$ cat config.mk
export PLATFORM = sky130hd
export DESIGN_NAME = gray_conv_rr_arb
export DESIGN_NICKNAME = d
export VERILOG_FILES = /design/src/rtl/gray_conv_rr_arb.sv
export SDC_FILE = /design/constraint.sdc
export NUM_CORES = 1
export LEC_CHECK = 0
export BUFFER_PORTS_ARGS = -buffer_cell sky130_fd_sc_hd__buf_2
export CAP_MARGIN = 40
export CORE_ASPECT_RATIO = 0.8
export CORE_MARGIN = 2
export CORE_UTILIZATION = 50
export CTS_CLUSTER_SIZE = 12
export DETAILED_ROUTE_END_ITERATION = 12
export PLACE_DENSITY = 0.82
export SYNTH_ARGS = -nofsm -noshare
export SYNTH_HDL_FRONTEND = slang
export SYNTH_SLANG_ARGS = --single-unit
$ cat constraint.sdc
create_clock -name i_clk -period 4.15 [get_ports i_clk]
set_input_delay 1.245 -clock i_clk [delete_from_list [all_inputs] [get_ports i_clk]]
set_output_delay 1.245 -clock i_clk [all_outputs]
set_load 0.01 [all_outputs]
$ cat src/rtl/gray_conv_rr_arb.sv
// -----------------------------------------------------------------------------
// gray_conv_rr_arb
//
// Round-robin arbiter and sequencer that lets NREQ clients share one pipelined
// binary-to-Gray converter. Each cycle it grants at most one requester. It
// issues that requester's data to the converter and carries the requester ID
// through a LAT-deep tag pipeline. The ID and the converter's Gray result come
// back out as a registered, tagged response.
//
// Ports:
//   i_clk        clock
//   i_rst_n      synchronous active-low reset
//   i_en         global issue enable (0 = no new grants)
//   i_req        per-requester request level, held until granted
//   i_data       flattened request data, requester k at [k*(MSB+1) +: MSB+1]
//   o_gnt        registered one-hot grant pulse
//   o_conv_en    converter enable
//   o_conv_data  converter binary input
//   i_conv_vld   converter valid output
//   i_conv_gray  converter Gray output
//   o_rsp_vld    response valid pulse
//   o_rsp_id     requester ID of the response
//   o_rsp_gray   Gray result of the response
//   o_err        sticky protocol error (converter valid vs. tag disagreement)
// -----------------------------------------------------------------------------
module gray_conv_rr_arb #(
    parameter int NREQ = 4,
    parameter int MSB  = 3,
    parameter int LAT  = 1
) (
    input  logic                    i_clk,
    input  logic                    i_rst_n,
    input  logic                    i_en,
    input  logic [NREQ-1:0]         i_req,
    input  logic [NREQ*(MSB+1)-1:0] i_data,
    output logic [NREQ-1:0]         o_gnt,
    output logic                    o_conv_en,
    output logic [MSB:0]            o_conv_data,
    input  logic                    i_conv_vld,
    input  logic [MSB:0]            i_conv_gray,
    output logic                    o_rsp_vld,
    output logic [((NREQ > 1) ? $clog2(NREQ) : 1)-1:0] o_rsp_id,
    output logic [MSB:0]            o_rsp_gray,
    output logic                    o_err
);

    localparam int W   = MSB + 1;
    localparam int IDW = (NREQ > 1) ? $clog2(NREQ) : 1;

    // Arbiter state
    logic [NREQ-1:0] gnt_q,       gnt_d;
    logic            conv_en_q,   conv_en_d;
    logic [W-1:0]    conv_data_q, conv_data_d;
    logic [IDW-1:0]  ptr_q,       ptr_d;
    logic [IDW-1:0]  gnt_id_q,    gnt_id_d;

    // Tag pipeline: stage 0 is loaded one cycle after issue, so stage LAT-1
    // lines up with the cycle the converter raises i_conv_vld.
    logic [LAT-1:0]          tag_vld_q;
    logic [LAT-1:0][IDW-1:0] tag_id_q;

    // Response / error state
    logic           rsp_vld_q,  rsp_vld_d;
    logic [IDW-1:0] rsp_id_q,   rsp_id_d;
    logic [W-1:0]   rsp_gray_q, rsp_gray_d;
    logic           err_q,      err_d;

    // Arbitration combinational signals
    logic [NREQ-1:0] elig;
    logic            win_found;
    logic [IDW-1:0]  win_id;
    logic            issue;
    logic            tag_out_vld;
    logic [IDW-1:0]  tag_out_id;

    assign tag_out_vld = tag_vld_q[LAT-1];
    assign tag_out_id  = tag_id_q[LAT-1];

    // Rotating first-match search starting at the priority pointer. A requester
    // granted last cycle is masked so its stale, not-yet-updated data is never
    // issued twice.
    always_comb begin
        int idx;
        // NOTE: every combinational output gets a default before any branch;
        // a path that leaves one unassigned would infer a latch.
        elig      = i_req & ~gnt_q;
        win_found = 1'b0;
        win_id    = '0;
        idx       = 0;
        for (int i = 0; i < NREQ; i++) begin
            idx = int'(ptr_q) + i;
            if (idx >= NREQ) begin
                idx = idx - NREQ;
            end
            if (!win_found && elig[idx]) begin
                win_found = 1'b1;
                win_id    = IDW'(idx);
            end
        end
    end

    assign issue = i_en && win_found;

    // Next-state for arbiter, response and error registers
    always_comb begin
        gnt_d       = '0;
        conv_en_d   = issue;
        conv_data_d = conv_data_q;
        ptr_d       = ptr_q;
        gnt_id_d    = gnt_id_q;
        if (issue) begin
            gnt_d[win_id] = 1'b1;
            conv_data_d   = i_data[int'(win_id)*W +: W];
            gnt_id_d      = win_id;
            ptr_d         = (int'(win_id) == NREQ - 1) ? '0 : win_id + 1'b1;
        end

        // Only a valid converter result that matches an in-flight tag is
        // forwarded; a spurious valid is dropped and only flags the error.
        rsp_vld_d  = i_conv_vld && tag_out_vld;
        rsp_id_d   = rsp_id_q;
        rsp_gray_d = rsp_gray_q;
        if (rsp_vld_d) begin
            rsp_id_d   = tag_out_id;
            rsp_gray_d = i_conv_gray;
        end

        err_d = err_q || (i_conv_vld != tag_out_vld);
    end

    always_ff @(posedge i_clk) begin
        // NOTE: sequential state uses non-blocking assignments so every
        // register samples pre-edge values regardless of statement order.
        if (!i_rst_n) begin
            gnt_q       <= '0;
            conv_en_q   <= 1'b0;
            conv_data_q <= '0;
            ptr_q       <= '0;
            gnt_id_q    <= '0;
            // NOTE: the tag pipeline is reset, not just its valid bits being
            // ignored, so a reset mid-operation discards every in-flight tag.
            tag_vld_q   <= '0;
            tag_id_q    <= '0;
            rsp_vld_q   <= 1'b0;
            rsp_id_q    <= '0;
            rsp_gray_q  <= '0;
            err_q       <= 1'b0;
        end else begin
            gnt_q       <= gnt_d;
            conv_en_q   <= conv_en_d;
            conv_data_q <= conv_data_d;
            ptr_q       <= ptr_d;
            gnt_id_q    <= gnt_id_d;
            tag_vld_q[0] <= conv_en_q;
            tag_id_q[0]  <= gnt_id_q;
            for (int k = 1; k < LAT; k++) begin
                tag_vld_q[k] <= tag_vld_q[k-1];
                tag_id_q[k]  <= tag_id_q[k-1];
            end
            rsp_vld_q   <= rsp_vld_d;
            rsp_id_q    <= rsp_id_d;
            rsp_gray_q  <= rsp_gray_d;
            err_q       <= err_d;
        end
    end

    assign o_gnt       = gnt_q;
    assign o_conv_en   = conv_en_q;
    assign o_conv_data = conv_data_q;
    assign o_rsp_vld   = rsp_vld_q;
    assign o_rsp_id    = rsp_id_q;
    assign o_rsp_gray  = rsp_gray_q;
    assign o_err       = err_q;

endmodule

==> results.md <==
* Worst vdd ir at 0.242 mV
* Area of the core at between 2000 and 2500 um^2
* Rows at 15
* Top-level port count at 45
* Max Cap Viol at 0
* Clk_lat worst skew at 0.31 ns
* Fin nets at 180
* Pre-CTS setup slack at 1.32 ns
* Fmax at around 400 MHz
* Number of cells on the worst hold path at 1
* Fin. max-slew vios at 0
* Post-synth EDFFs at 0
* Vias at 872
* Die ar. at between 2000 and 3000 um^2
* Inserted Clock Buffers at 3
* Top post-synthesis cells by count: 24 x dfxtp_1, 15 x mux2i_1, 11 x nor2_1
* Clock root cell: clkbuf_4
* RSZ-0062 raised after global routing: no
* Drt pass-1 iters at 4
* Avg Synthesized Cell Area at 11.1 um^2
* Final Cycle Share at 0.603
* CTS tree: built
* Leading area contributor after synthesis: dfxtp_1
* TNS Setup at 0 ns
* Leak at roughly 0.71 nW
* Initial core utilization at 0.523
* Total grt overflow at 0
* Sw frac at 0.260
* Crit path kind: input port to register
* Status: completed
* Die X at roughly 57 um
* Synthesis-to-layout area growth at 25.8%
* R2r setup slk at about 2.3 ns
* Critical path capture point type: register
* Reg2Reg Launch Point: ptr_q[1]
* Diode count at 0
* Post-DR wirelength/cell at between 10 and 15 um
* I/O Buffers at 44
* Detailed Place HPWL at around 1700 um
* Clock Skew at about 0.007 ns
* Initial antenna violation count at 0
* Worst Hold Launch: gnt_id_q[1]
* Clk network pwr share at 0.302
* Final Hold Viols at 0
* Seq/Total Area, Yosys at 0.429
* Vias in the first global route at between 700 and 800
* FF-to-FF End: ptr_q[1]
* Hold Path Sink: tag_id_q[1]
* GP Congestion at around 0.74
* Fin Hold WS at about 0.47 ns
* Final Setup Violations at 0
* Post-CTS Hold Fix Bufs at 0
* Die Height at 46.3 um
* Switching power of the nets at around 0.00014 W
* Syn Inst Count at 101
* Internal power at 0.000406 W
* Post-CTS setup buffer count at 0
* Setup WS post-layout at 1.65 ns
* Clk sinks at 24
* Req. time, crit path at ~4.4 ns
* Share of power burned in registers at 0.471
* Post-Route WL at roughly 2100 um
* Clk buf depth at 2
* Most numerous cell in the Yosys netlist: dfxtp_1
* Power Dens Cells at slightly below 400 nW/um^2
* Largest net degree at the start of global routing at 15
* Critical path startpoint category: input port
* Post-synthesis instance area at 1120 um^2
* Worst Reg-to-Reg Cells at 5
* Minimum clock period at 2.50 ns
* Least-Margin Pin Slew at approximately 0.77 ns
* Vias per inst at 5.10
* Synth warn at 0
* Main flop type after synthesis: dfxtp_1
* Post-synthesis cell type count at 29
* Worst hold path type: register to register
* Starting DRT DRC Count at 8
* DRC Markers at 0
* Seq cells post-synth at 24
* Top cells by area, synth: dfxtp_1 43%, mux2i_1 13%, ha_1 5.6%
* Clk slew on worst S/H paths at 0.13 ns
* Combinational Power Share at 0.226
* First-pass GRT wire length at ~3300 um
* Critical path data arrival time at about 2.7 ns
* Ys async rst share at 0
* Gr usage total at 0.167
* H-tree depth at 1
* CTS resizes at 0
* Yosys top cell area share at 0.429
* Max-slew headroom at 0.487
* Syn Nets at approximately 130
* Routed Antenna Nets at 0
* Share of layout cells above drive strength 1 at 0.425
* Crit-path max FO at 12
==> power by group through the flow <==
stage / Combinational (W) / Sequential (W) / Clock (W)
6_report: 0.000124 / 0.000258 / 0.000165
4_1_cts: 0.000125 / 0.000258 / 0.000169
3_3_place_gp: 0.000119 / 0.000263 / 0
3_5_place_dp: 0.000124 / 0.000263 / 0
5_1_grt: 0.000136 / 0.000261 / 0.000177
2_1_floorplan: 0.0000839 / 0.000267 / 0
==> stage by stage <==
step | power, W | instances | instance area, um^2 | util
6_report | 0.000548 | 171 | 1410 | 0.658
3_3_place_gp | 0.000382 | 167 | 1360 | 0.634
3_5_place_dp | 0.000387 | 167 | 1360 | 0.634
2_1_floorplan | 0.000351 | 101 | 1120 | -
4_1_cts | 0.000552 | 171 | 1410 | 0.658
5_1_grt | 0.000574 | 171 | 1410 | 0.658
==> placed cells by master (no fill, tap or decap), types with 3 or more instances in the layout <==
master,netlist,routed
o221ai_1,4,4
ha_1,5,5
dfxtp_1,24,24
nand3_1,4,4
mux2i_1,15,15
nor2b_4,3,3
clkbuf_4,0,3
nor2_1,11,11
inv_1,5,5
buf_2,0,44
and2_1,8,8
==> registers in the layout, indices dropped and copies added, names as in the netlist, 2 cells and up <==
| name | flops |
|---|---|
| tag_id_q | 2 |
| o_rsp_gray | 4 |
| gnt_id_q | 2 |
| o_conv_data | 4 |
| o_rsp_id | 2 |
| ptr_q | 2 |
| o_gnt | 4 |
==> layout make-up <==
type | instances | area [um^2]
Inverter | 5 | 18.8
Clock buffer | 3 | 22.5
Fill cell | 167 | 731
Multi-Input combinational cell | 68 | 598
Tap cell | 25 | 31.3
Sequential cell | 24 | 480
Clock inverter | 1 | 30.0
Timing Repair Buffer | 45 | 228
==> routing by layer <==
layer / global-route usage / part of all wire / vias up / wire length, um
li1: - / - / 443 / -
met1: 0.199 / 0.46 / 399 / 965
met2: 0.294 / 0.47 / 28 / 997
met3: 0.0506 / 0.068 / 2 / 145
met4: 0.0558 / 0.0047 / 0 / 10
met5: 0 / 0 / - / 0
==> worst max-delay path, cell delays in order <==
cell and delay [ns]:
buf_2 0.09, nor2b_4 0.14, a2111oi_2 0.38, o32ai_2 0.11, buf_4 0.21, inv_1 0.11, ha_1 0.23, mux2i_1 0.13
nor2_1 0.05
==> cells by family after synthesis <==
family / count (synthesis) / share of synthesized area
AOI/OAI and AO/OA: 13 / 0.135
adders and majority gates: 5 / 0.0559
buffers and inverters: 9 / 0.0369
DFF: 24 / 0.429
muxes: 16 / 0.147
and+or+nand+nor: 34 / 0.196
==> worst max-delay path by stage <==
stage / start / endpoint
after floorplan: i_req[0] / ptr_q[1]
after global placement: i_req[0] / ptr_q[1]
after detailed placement: i_req[0] / ptr_q[1]
after CTS: i_req[0] / ptr_q[1]
after global routing: i_req[0] / ptr_q[1]
final: i_req[0] / ptr_q[1]
Power figures use the tool's default switching activity.
